===== config.mk =====
export PLATFORM = sky130hd
export DESIGN_NAME = jogador_automatico
export DESIGN_NICKNAME = d
export VERILOG_FILES = /design/src/rtl/jogador_automatico_pkg.sv /design/src/rtl/jogador_automatico_memoria.sv /design/src/rtl/jogador_automatico.sv
export SDC_FILE = /design/constraint.sdc
export NUM_CORES = 1
export LEC_CHECK = 0
export ABC_AREA = 0
export CORE_ASPECT_RATIO = 0.8
export CORE_UTILIZATION = 30
export DETAILED_ROUTE_END_ITERATION = 10
export DONT_BUFFER_PORTS = 1
export SYNTH_ARGS = -nofsm -noshare
export SYNTH_HDL_FRONTEND = slang
export SYNTH_SLANG_ARGS = --single-unit

===== constraint.sdc =====
create_clock -name clock -period 6 [get_ports clock]
set_input_delay 0.9 -clock clock [delete_from_list [all_inputs] [get_ports clock]]
set_output_delay 0.9 -clock clock [all_outputs]
set_load 0.01 [all_outputs]

===== src/rtl/jogador_automatico_pkg.sv =====
// Shared types and constants for the memory-game automatic player.
// State codes, colour one-hot values and LFSR seed/taps.
package jogador_automatico_pkg;

  typedef enum logic [2:0] {
    ST_OCIOSO     = 3'd0,
    ST_CAPTURA    = 3'd1,
    ST_VEZ        = 3'd2,
    ST_PRESS      = 3'd3,
    ST_SOLTA      = 3'd4,
    ST_FIM_RODADA = 3'd5,
    ST_NOVO       = 3'd6,
    ST_FINAL      = 3'd7
  } estado_t;

  localparam logic [3:0] COR_NENHUMA  = 4'b0000;
  localparam logic [3:0] COR_VERDE    = 4'b0001;
  localparam logic [3:0] COR_VERMELHO = 4'b0010;
  localparam logic [3:0] COR_AZUL     = 4'b0100;
  localparam logic [3:0] COR_AMARELO  = 4'b1000;

  localparam logic [7:0] LFSR_SEED = 8'hA5;
  // taps 8,6,5,4 -> bits 7,5,4,3
  localparam logic [7:0] LFSR_TAPS = 8'b1011_1000;

  function automatic logic [7:0] lfsr_next(
    input logic [7:0] s
  );
    return {s[6:0], ^(s & LFSR_TAPS)};
  endfunction

  function automatic logic [3:0] onehot2(
    input logic [1:0] s
  );
    return COR_VERDE << s;
  endfunction

endpackage


===== src/rtl/jogador_automatico_memoria.sv =====
// Colour store for the automatic player.
// Synchronous write, asynchronous read.
module memoria_bot #(
  parameter int PROF   = 16,
  parameter int ADDR_W = $clog2(PROF)
) (
  input  logic              clock,
  input  logic              we,
  input  logic [ADDR_W-1:0] waddr,
  input  logic [3:0]        wdata,
  input  logic [ADDR_W-1:0] raddr,
  output logic [3:0]        rdata
);

  logic [3:0] mem_q [PROF];

  always_ff @(posedge clock) begin
    if (we) begin
      mem_q[waddr] <= wdata;
    end
  end

  assign rdata = mem_q[raddr];

endmodule


===== src/rtl/jogador_automatico.sv =====
// Automatic player: captures the displayed colours, replays them
// on the buttons and supplies pseudo-random new colours.
module jogador_automatico
  import jogador_automatico_pkg::*;
#(
  parameter  int PROF     = 16,
  parameter  int T_PRESS  = 8,
  parameter  int T_GAP    = 8,
  parameter  int ERRO_IDX = 0,
  localparam int ADDR_W   = $clog2(PROF)
) (
  input  logic              clock,
  input  logic              reset,
  input  logic              habilitar,
  input  logic [3:0]        leds,
  input  logic              aguardando,
  input  logic              pede_novo,
  input  logic              fim,
  output logic [3:0]        botoes,
  output logic [ADDR_W:0]   n_capturados,
  output logic              erro_captura,
  output logic [2:0]        db_estado
);

  localparam int PW   = ADDR_W + 1;
  localparam int TMAX = (T_PRESS > T_GAP) ? T_PRESS : T_GAP;
  localparam int TW   = $clog2(TMAX + 1);

  localparam logic [ADDR_W:0] PROF_P   = PW'(PROF);
  localparam logic [ADDR_W:0] PTR_ONE  = PW'(1);
  localparam logic [TW-1:0]   T_PRESS_L = TW'(T_PRESS - 1);
  localparam logic [TW-1:0]   T_GAP_L   = TW'(T_GAP - 1);
  localparam logic [TW-1:0]   T_ONE     = TW'(1);

  estado_t           state_q, state_d;
  logic [ADDR_W:0]   wr_ptr_q, wr_ptr_d;
  logic [ADDR_W:0]   rd_ptr_q, rd_ptr_d;
  logic              erro_q, erro_d;
  logic [3:0]        leds_q, leds_d;
  logic [3:0]        botoes_q, botoes_d;
  logic [TW-1:0]     timer_q, timer_d;
  logic [7:0]        lfsr_q, lfsr_d;
  logic              novo_q, novo_d;

  logic              cap;
  logic              we;
  logic [ADDR_W-1:0] waddr;
  logic [3:0]        rd_word;
  logic [3:0]        press_word;
  logic [ADDR_W:0]   rd_inc;
  logic              t_zero;
  logic [TW-1:0]     t_dec;

  assign cap    = habilitar
                && (leds != COR_NENHUMA)
                && (leds_q == COR_NENHUMA);
  assign rd_inc = rd_ptr_q + PTR_ONE;
  assign t_zero = (timer_q == '0);
  assign t_dec  = t_zero ? timer_q : timer_q - T_ONE;
  assign leds_d = leds;

  // the deliberate mistake is a rotated copy of the stored colour
  assign press_word =
    ((int'(rd_ptr_q) + 1) == ERRO_IDX)
      ? {rd_word[2:0], rd_word[3]}
      : rd_word;

  memoria_bot #(
    .PROF   (PROF),
    .ADDR_W (ADDR_W)
  ) u_mem (
    .clock (clock),
    .we    (we),
    .waddr (waddr),
    .wdata (leds),
    .raddr (rd_ptr_q[ADDR_W-1:0]),
    .rdata (rd_word)
  );

  always_comb begin
    state_d  = state_q;
    wr_ptr_d = wr_ptr_q;
    rd_ptr_d = rd_ptr_q;
    erro_d   = erro_q;
    timer_d  = timer_q;
    lfsr_d   = lfsr_q;
    novo_d   = novo_q;
    we       = 1'b0;
    waddr    = wr_ptr_q[ADDR_W-1:0];

    if (state_q == ST_OCIOSO) begin
      wr_ptr_d = '0;
      erro_d   = 1'b0;
    end

    if (!habilitar) begin
      state_d = ST_OCIOSO;
    end else if (fim) begin
      state_d = ST_FINAL;
    end else begin
      unique case (state_q)
        ST_OCIOSO: begin
          if (cap) begin
            we       = 1'b1;
            waddr    = '0;
            wr_ptr_d = PTR_ONE;
            state_d  = ST_CAPTURA;
          end
        end
        ST_CAPTURA: begin
          if (cap) begin
            if (wr_ptr_q == PROF_P) begin
              erro_d = 1'b1;
            end else begin
              we       = 1'b1;
              wr_ptr_d = wr_ptr_q + PTR_ONE;
            end
          end
          if (aguardando) begin
            rd_ptr_d = '0;
            state_d  = ST_VEZ;
          end
        end
        ST_VEZ: begin
          if (aguardando) begin
            timer_d = T_PRESS_L;
            state_d = ST_PRESS;
          end
        end
        ST_PRESS: begin
          timer_d = t_dec;
          if (t_zero) begin
            timer_d = T_GAP_L;
            novo_d  = 1'b0;
            state_d = ST_SOLTA;
          end
        end
        ST_SOLTA: begin
          timer_d = t_dec;
          if (t_zero) begin
            if (novo_q) begin
              state_d = ST_FIM_RODADA;
            end else begin
              rd_ptr_d = rd_inc;
              state_d  = (rd_inc == wr_ptr_q)
                       ? ST_FIM_RODADA : ST_VEZ;
            end
          end
        end
        ST_FIM_RODADA: begin
          if (pede_novo) begin
            timer_d = T_PRESS_L;
            state_d = ST_NOVO;
          end else if (cap) begin
            we       = 1'b1;
            waddr    = '0;
            wr_ptr_d = PTR_ONE;
            state_d  = ST_CAPTURA;
          end
        end
        ST_NOVO: begin
          timer_d = t_dec;
          if (t_zero) begin
            timer_d = T_GAP_L;
            lfsr_d  = lfsr_next(lfsr_q);
            novo_d  = 1'b1;
            state_d = ST_SOLTA;
          end
        end
        ST_FINAL: begin
          state_d = ST_OCIOSO;
        end
      endcase
    end
  end

  // button follows the next state so it lines up with the state register
  always_comb begin
    botoes_d = COR_NENHUMA;
    unique case (1'b1)
      (state_d == ST_PRESS): botoes_d = press_word;
      (state_d == ST_NOVO):  botoes_d = onehot2(lfsr_q[1:0]);
      default: ;
    endcase
  end

  always_ff @(posedge clock or negedge reset) begin
    if (!reset) begin
      state_q  <= ST_OCIOSO;
      wr_ptr_q <= '0;
      rd_ptr_q <= '0;
      erro_q   <= 1'b0;
      leds_q   <= COR_NENHUMA;
      botoes_q <= COR_NENHUMA;
      timer_q  <= '0;
      lfsr_q   <= LFSR_SEED;
      novo_q   <= 1'b0;
    end else begin
      state_q  <= state_d;
      wr_ptr_q <= wr_ptr_d;
      rd_ptr_q <= rd_ptr_d;
      erro_q   <= erro_d;
      leds_q   <= leds_d;
      botoes_q <= botoes_d;
      timer_q  <= timer_d;
      lfsr_q   <= lfsr_d;
      novo_q   <= novo_d;
    end
  end

  assign botoes       = botoes_q;
  assign n_capturados = wr_ptr_q;
  assign erro_captura = erro_q;
  assign db_estado    = state_q;

endmodule


Yosys cells after proc, flatten, opt, wreduce, memory -nomap -nowiden

Memory sizes are Yosys's and may differ from the RTL's.
Index checks and enable logic that the tools add are counted.

Shifts and indexed selects: 1
Bitwise operators: 1
Muxes and demuxes: 53
Eq/ne operators: 18
$add $sub $neg: 4
Reductions and logical operators: 16

Operators by type and width:

| operator            | number |
|---|---|
| $mux 5              | 10 |
| $mux 4              | 9 |
| $logic_not 32->1    | 1 |
| $mux 3              | 10 |
| $pmux 3 s7          | 1 |
| $mux 1              | 16 |
| $pmux 4 s2          | 2 |
| $pmux 4 s4          | 1 |
| $eq 3x3->1 const B  | 5 |
| $pmux 5 s3          | 1 |
| $ne 2x2->1 const B  | 7 |
| $add 5x1->5 const B | 2 |
| $pmux 5 s2          | 1 |
| $reduce_and 5->1    | 2 |
| $eq 3x2->1 const B  | 3 |
| $logic_not 4->1     | 2 |
| $reduce_bool 4->1   | 2 |
| $reduce_xor 8->1    | 1 |
| $add 5x1->6 const B | 1 |
| $reduce_and 6->1    | 1 |
| $eq 5x5->1          | 1 |
| $eq 5x5->1 const B  | 1 |
| $reduce_and 4->1    | 1 |
| $reduce_bool 2->1   | 2 |
| 9 further kinds     | 10 |

Logic and storage cells: 103
Bits of input ports: 10
Output and inout bits: 13
Bits in registers: 35
Bits in writable memories: 64
Memories: 1

Memories:

| memory      | words | bits a word | read ports | clocked after Yosys merged registers in | write ports | RTL line                         | RTL |
|---|---|---|---|---|---|---|---|
| u_mem.mem_q | 16    | 4           | 1          | 0                                       | 1           | jogador_automatico_memoria.sv:15 | `logic [3:0] mem_q [PROF];` |

Depth between registers and ports, before layout

Gate-level depths: netlist (run 1).

Depth after elaboration: 10
Mapped depth: 9
Gate-level depth less buffers: 9

Hierarchy

A second synthesis (run 1) with hierarchy kept.

Cell total of the unflattened synthesis: 370
Area, all modules: 4,783.3 sq um

Modules (own cells, without submodules):

| module             | times used | sequential area each (sq um) | area an instance (sq um) | cells each |
|---|---|---|---|---|
| memoria_bot        | 1          | 1,921.8                      | 2,586.2                  | 126 |
| jogador_automatico | 1          | 880.8                        | 2,197.1                  | 244 |

Worst setup path before layout (run 1)

No wires, ideal clock.

Path type: input -> register
Start: in leds[3]
End: mem u_mem.mem_q[11][0] (enable)
Path slack: 3.123 ns
Setup time: 0.367 ns
Cell stages on the path: 6
Data arrival time: 2.510 ns
Cell sequence: or4_1 nand3_1 or4_1 clkbuf_1 nand4_1 nor3b_1

Longest elaborated chain between the ends: 10
Elaborated cells between the ends (all ways): 16
Those cells by class: mux (13); reduce/logical (3)

Ends and longest elaborated chain:

| what                         | RTL line                                             | RTL |
|---|---|---|
| start, declared              | jogador_automatico.sv:15                             | `input logic [3:0] leds,` |
| $reduce_bool 4->1 (*)        | jogador_automatico.sv:55                             | `&& (leds != COR_NENHUMA)` |
| $logic_and 1x1->1 (*)        | jogador_automatico.sv:55                             |  |
| $logic_and 1x1->1 (*)        | jogador_automatico.sv:56                             | `&& (leds_q == COR_NENHUMA);` |
| $mux 1                       | jogador_automatico.sv:103, jogador_automatico.sv:154 |  |
| $mux 1                       | jogador_automatico.sv:151                            | `if (pede_novo) begin` |
| $pmux 1 s3                   | jogador_automatico.sv:101                            | `unique case (state_q)` |
| $mux 1                       | jogador_automatico.sv:98                             | `end else if (fim) begin` |
| $mux 1                       | jogador_automatico.sv:96                             | `if (!habilitar) begin` |
| $mux 1                       | jogador_automatico_memoria.sv:18                     | `if (we) begin` |
| $mux 1 (implied by the code) | jogador_automatico_memoria.sv:19                     | `mem_q[waddr] <= wdata;` |
| end, declared                | jogador_automatico_memoria.sv:15                     |  |

Mark *: on every way between the ends. The rest lies on a longest branch, timed or not.

Worst setup path after layout (run 1)

Start: reg rd_ptr_q[0]
End: reg botoes_q[2], in the netlist botoes[2]

Longest elaborated chain between the ends: 10
Elaborated cells between the ends (all ways): 15
Those cells by class: add/sub (2); eq/ne (3); mux (8); reduce/logical (1); memory (1)

Ends and longest elaborated chain:

| what                                     | RTL line                                             | RTL |
|---|---|---|
| start, declared                          | jogador_automatico.sv:37                             | `logic [ADDR_W:0] rd_ptr_q, rd_ptr_d;` |
| start signal, assigned                   | jogador_automatico.sv:201                            | `rd_ptr_q <= rd_ptr_d;` |
| $add 5x1->5                              | jogador_automatico.sv:57                             | `assign rd_inc = rd_ptr_q + PTR_ONE;` |
| $eq 5x5->1                               | jogador_automatico.sv:145                            | `state_d = (rd_inc == wr_ptr_q)` |
| $mux 3                                   | jogador_automatico.sv:146                            | `? ST_FIM_RODADA : ST_VEZ;` |
| $mux 3                                   | jogador_automatico.sv:141                            | `if (novo_q) begin` |
| $mux 3                                   | jogador_automatico.sv:140                            | `if (t_zero) begin` |
| $pmux 3 s7                               | jogador_automatico.sv:101                            |  |
| $mux 3                                   | jogador_automatico.sv:98                             |  |
| $mux 3                                   | jogador_automatico.sv:96                             |  |
| $eq 3x3->1 or $eq 3x2->1 (tied branches) | jogador_automatico.sv:182, jogador_automatico.sv:181 |  |
| $pmux 4 s2 (*)                           | jogador_automatico.sv:180                            | `unique case (1'b1)` |
| net botoes_d[2]                          | jogador_automatico.sv:40                             | `logic [3:0] botoes_q, botoes_d;` |
| end signal, assigned                     | jogador_automatico.sv:204                            | `botoes_q <= botoes_d;` |
| end, declared                            | jogador_automatico.sv:40                             |  |

Mark *: on every way through the listed nets, which the timed path passes. The rest lies on a longest branch.
A chain may end at the register's enable or synchronous reset.

==> results of run 1 <==
-- power groups by stage --
stage	combinational, mW	sequential, mW	clock, mW
floorplan	0.181	0.780	0
global placement	0.172	0.822	0
detailed placement	0.174	0.825	0
CTS	0.174	0.810	0.579
global route	0.193	0.815	0.605
finish	0.173	0.809	0.564
-- per-stage QoR --
step,hold slack [ns],utilization [%],area [um^2]
floorplan,0.475,-,4790
detailed placement,0.501,32.2,4940
global route,0.229,34.2,5240
CTS,0.237,34.2,5240
finish,0.247,34.2,5240
global placement,0.485,32.2,4940
-- state kept, by name (all words and copies together) (netlist names), 3 cells and up --
name and count:
botoes 4, db_estado 3, leds_q 4, lfsr_q 8
n_capturados 5, rd_ptr_q 5, timer_q 4, u_mem.mem_q 64
-- worst min path at each step --
| stage | startpoint | endpoint | cells past startpoint |
|---|---|---|---|
| 6_report | reset | timer_q[3] | 0 |
| 5_1_grt | reset | timer_q[3] | 0 |
| 2_1_floorplan | lfsr_q[6] | lfsr_q[6] | 1 |
| 4_1_cts | reset | timer_q[3] | 0 |
| 3_5_place_dp | lfsr_q[6] | lfsr_q[7] | 1 |
| 3_3_place_gp | lfsr_q[6] | lfsr_q[7] | 1 |
-- final cells by class --
cell class	instances	area, um^2	area share [%]
Clock inverter	4	31.3	0.598
Sequential cell	99	2800	53.5
Inverter	11	41.3	0.789
Clock buffer	12	268	5.11
Multi-Input combinational cell	226	1830	34.9
Tap cell	210	263	5.02
-- Yosys cell counts, drive strengths merged, types with 4 or more instances --
library cell / instances / area [um^2]
a21oi: 14 / 70.1
a32o: 5 / 50.1
buf: 11 / 71.3
clkbuf: 12 / 46.3
dfrtp: 31 / 776
dfstp: 4 / 105
edfxtp: 64 / 1920
ha: 5 / 62.6
inv: 11 / 41.3
mux2: 8 / 90.1
mux2i: 13 / 130
mux4: 16 / 375
nand2: 18 / 67.6
nand2b: 5 / 31.3
nand3: 11 / 55.1
nor2: 32 / 120
nor3: 9 / 50.1
nor3b: 4 / 35.0
o21ai: 20 / 100
xnor2: 7 / 68.8
-- kinds of logic (layout without fill, tap and decap cells) --
kind of cell,after synthesis,after routing,synth area share (%)
flops,99,99,58.5
simple gates,97,97,10.3
compound gates,77,77,12.2
mux,37,37,12.4
buf+inv,34,27,3.32
xor+xnor,10,10,1.99
fa+ha+maj,5,5,1.31
-- placed cells by master (no fill, tap or decap), types with 4 or more instances in the layout --
| master | synthesis | routed |
|---|---|---|
| ha_1 | 5 | 5 |
| a21oi_1 | 14 | 14 |
| mux2_2 | 8 | 8 |
| nand3_1 | 11 | 11 |
| dfrtp_1 | 31 | 31 |
| inv_1 | 11 | 11 |
| clkbuf_16 | 0 | 10 |
| mux4_2 | 12 | 12 |
| dfstp_2 | 4 | 4 |
| nor3_1 | 8 | 8 |
| nand2b_1 | 5 | 5 |
| nand2_1 | 18 | 18 |
| edfxtp_1 | 64 | 64 |
| a32o_1 | 5 | 5 |
| o21ai_0 | 20 | 20 |
| xnor2_1 | 6 | 6 |
| mux4_1 | 4 | 4 |
| nor2_1 | 32 | 32 |
| mux2i_1 | 13 | 13 |
-- per-layer routing --
layer | GRT usage, % | wire [um]
met1 | 19.0 | 4970
met2 | 18.4 | 4430
met3 | 4.08 | 520
met4 | 3.40 | 45
met5 | 0 | 0
==> run summary, run 1 <==
post-route DRC violation count = 0
CP peak stage delay = 0.94 ns
IO Port Bufs = 0
clk sinks = 99
critical path depth = 7
initial drt markers = 276
Comb power frac = 11.2%
Post-Layout Cell Count = 562
antenna violations before repair = 0
Max-slew headroom = 33.1%
max cap viols = 0
clock buffer depth = 2
FF+latch count, synth = 99
fillers = 1,505
GPL Wtd Cong = 0.863
DR vias/cell = 5.14
mapped cell area = 0.00479 mm^2
share of layout cells above drive strength 1 = 13.9%
slew of the pin with the lowest slew margin = 0.998 ns
Worst VDD drop = 147 uV
vias in the first global route = 2,757
worst r2r src = rd_ptr_q[0]
YS warnings = 0
CP Buf/Inv Count = 0
Chip Width = 143 um
vias = 2,887
largest net degree at the start of global routing = 36
net switching share of the total power = 25.1%
sequential cell fraction of total power = 52.3%
DPL Wire Length = 7080 um
synth unique cells = 64
reg2reg end = botoes[2]
# nets final = 362
Post-Syn Instances = 359
CTS H-tree lvls = 3
status = finished, final reports clean
Worst Reg-to-Reg Cells = 7
post_cts resized = 0
Crit path arrival time = 3.46 ns
cell area power density = 295 mW/mm^2
CTS tree = built
# setup viols final = 0
Critical Path Source = rd_ptr_q[0]
max-slew violations = 0
first-pass GRT wire length = 15,800 um
Critical Path Sink = botoes[2]
# diodes = 0
Worst EP required = 6.27 ns
Core ar. = 0.0153 mm^2
placed cells = 546
fin crit period = 3.19 ns
Tot GR Track Use = 13.0%
Mean Syn Cell Area = 13.3 um^2
Clock power frac = 36.5%
total CTS buffers = 9
Place WS = 2.67 ns
asr flop ratio synth = 35.4%
overall power = 1.55 mW
Total Die Area = 0.0165 mm^2
Post-synth EDFFs = 64
setup slack after layout = 2.81 ns
CP Cell Sequence = ha_1 > nand3_1 > o21ba_4 > a2111oi_4 > o211ai_1 > a2111oi_4 > a32o_1
Worst R2R Setup Slack = 2.81 ns
Hold Path Class = in -> async
switching power = 388 uW
Achievable Freq = 314 MHz
Pint = 1.16 mW
routed length per placed instance = 17.7 um
most frequent CP cell = a2111oi_4
CP max FO = 17
CP startpoint kind = flop
Setup CP Type = reg -> reg
Congestion Overflow GR = 0
unrepaired setup endpoints after global routing = false
syn nets = 374
drt pass-1 iters = 4
post-CTS setup buffers = 0
static leakage = 1.72 nW
Setup TNS = 0 ns
Skew-Pair Late Insertion Delay = 0.34 ns
clock tree root driver cell = clkbuf_16
drt total wl = 9970 um
Largest delay share family, worst path = compound AO/OA/AOI/OAI gates
floorplan row count = 40
sequential area share after synthesis = 58.5%
critical path's slowest cell = dfrtp_1
hold_buf cts = 0
main flop type after synthesis = edfxtp_1
period utilisation layout = 53.1%
die span in y = 115 um
clock transition at the registers of the reported paths = 0.07 ns
final hold violation count = 0
Initial Util = 31.3%
Routed Antenna Nets = 0
Final Skew = 0.00713 ns
CP Capture Type = flop
Synth-to-Final Area Change = 9.27%
Top Ports = 23
(Power assumes the default switching activity.)
==> run 2: changes to the inputs <==
clock period = 2.9 ns   (was 6 ns; I/O delays follow)
==> run 2 against run 1 <==
Sequential power rose by 100%. Highest routed layer unchanged. Non-clock buffer count rose by 20. Largest cell class unchanged. Setup slack got worse by 2.5 ns. Wire length rose by 5.0%. Critical endpoint is now botoes[3]. Sequential cell count did not move. Combinational power rose to 2.6 times the previous value. Clock power rose by 100%. Fmax rose by 23%. Utilization rose by 0.99 points. Final cell count rose by 3.6%. Global-route usage rose by 0.63 points. First-iteration DRC count fell by 1.1%.
==> run summary, run 2 (synthesized netlist as in run 1, its figures left out) <==
Worst VDD drop = 365 uV
CP peak stage delay = 0.46 ns
unrepaired setup endpoints after global routing = false
Routed Antenna Nets = 0
status = finished, final reports clean
static leakage = 1.81 nW
# diodes = 0
Post-Layout Cell Count = 582
CP startpoint kind = flop
CP max FO = 8
Largest delay share family, worst path = compound AO/OA/AOI/OAI gates
clock buffer depth = 2
post-CTS setup buffers = 0
# nets final = 382
CTS tree = built
DPL Wire Length = 7270 um
Final Skew = 0.00664 ns
Setup CP Type = reg -> reg
total CTS buffers = 9
Skew-Pair Late Insertion Delay = 0.34 ns
Clock power frac = 35.3%
Top Ports = 23
CP Cell Sequence = inv_1 > ha_1 > nor3b_4 > inv_1 > a221oi_1 > a21bo_2 > a2111oi_4 > a32o_1
antenna violations before repair = 0
Max-slew headroom = 35.0%
IO Port Bufs = 0
vias in the first global route = 2,974
Comb power frac = 14.1%
vias = 3,008
period utilisation layout = 89.2%
Worst EP required = 3.18 ns
CP Buf/Inv Count = 2
footprint of the multi-input gates = 0.00184 mm^2
Crit path arrival time = 2.86 ns
critical path's slowest cell = a221oi_1
net switching share of the total power = 26.1%
largest net degree at the start of global routing = 36
share of layout cells above drive strength 1 = 17.7%
Chip Width = 143 um
initial drt markers = 273
Total Die Area = 0.0165 mm^2
floorplan row count = 40
clk sinks = 99
cell area power density = 595 mW/mm^2
clock transition at the registers of the reported paths = 0.07 ns
slew of the pin with the lowest slew margin = 0.975 ns
GPL Wtd Cong = 0.901
die span in y = 115 um
CP Capture Type = flop
DR vias/cell = 5.17
switching power = 837 uW
drt pass-1 iters = 5
Congestion Overflow GR = 0
CTS H-tree lvls = 3
Pint = 2.37 mW
Layout Utilization = 35.2%
final hold violation count = 0
post-route DRC violation count = 0
biggest regs = u_mem.mem_q (64), lfsr_q (8)
max reg flops = 64
overall power = 3.21 mW
Top reg by flops = u_mem.mem_q
Setup TNS = 0 ns
fin crit period = 2.59 ns
Initial Util = 31.3%
Core ar. = 0.0153 mm^2
drt total wl = 10,500 um
max cap viols = 0
Synth-to-Final Area Change = 12.4%
clock tree root driver cell = clkbuf_16
Tot GR Track Use = 13.6%
most frequent CP cell = inv_1
Achievable Freq = 387 MHz
Hold Slack = 0.117 ns
FF/Latch Area = 0.00280 mm^2
# setup viols final = 0
max-slew violations = 0
Hold Path Class = in -> reg
most common cell after layout, fill and taps aside = edfxtp_1
first-pass GRT wire length = 16,500 um
placed cells = 564
fillers = 1,492
commonest cells after routing, fill and taps aside = edfxtp_1 (64), nor2_1 (32), dfrtp_1 (31)
routed length per placed instance = 18.0 um
sequential cell fraction of total power = 50.6%
[run 2: cell count changes in the layout (fill, tap and decap cells not counted), sizes merged]
cell / change
buf: +19
dlygate4sd3: +1
inv: +2
clkinv: -2
[run 2: layout make-up]
class | count | area share, %
Inverter | 11 | 0.767
Tap cell | 210 | 4.88
Clock buffer | 12 | 4.58
Timing Repair Buffer | 20 | 3.07
Multi-Input combinational cell | 226 | 34.1
Clock inverter | 4 | 0.604
Sequential cell | 99 | 52.0
[run 2: path summary, 6_finish.rpt]
| path | startpoint | endpoint | slack, ns | depth (start not counted) |
|---|---|---|---|---|
| max in group asynchronous | reset | lfsr_q[0] | 2.11 | 2 |
| worst max-delay path | timer_q[0] | botoes[3] | 0.31 | 8 |
| worst max register to register | timer_q[0] | botoes[3] | 0.31 | 8 |
| worst min-delay path | leds[2] | leds_q[2] | 0.12 | 0 |
| min in group asynchronous | reset | db_estado[1] | 0.54 | 2 |
| worst min register to register | lfsr_q[6] | lfsr_q[7] | 0.52 | 1 |
[run 2: power by group through the flow]
stage / combinational (mW) / sequential, mW / clock, mW
after floorplan: 0.374 / 1.61 / 0
after global placement: 0.430 / 1.65 / 0
after detailed placement: 0.435 / 1.65 / 0
after CTS: 0.451 / 1.62 / 1.16
after global routing: 0.500 / 1.63 / 1.21
final: 0.453 / 1.62 / 1.13
[run 2: layer usage]
metal  vias up  wire [um]  global-route usage, %
met5         -          0                      0
met4         0        109                   3.69
li1       1399          -                      -
met2        86       4540                   20.2
met1      1514       5250                   19.6
met3         9        568                   3.58
[run 2: metrics by stage]
step	setup slack, ns	cell area, um^2
after floorplan	0.392	4790
after global placement	0.305	5070
after detailed placement	0.269	5070
after CTS	0.260	5380
after global routing	0.146	5390
final	0.313	5390
[run 2: repair_timing]
action | in CTS | in global routing
resized for setup | 0 | 1
setup endpoints to repair | 0 | 1
hold buffers | 2 | 0
endpoints found under the hold margin | 35 | 0
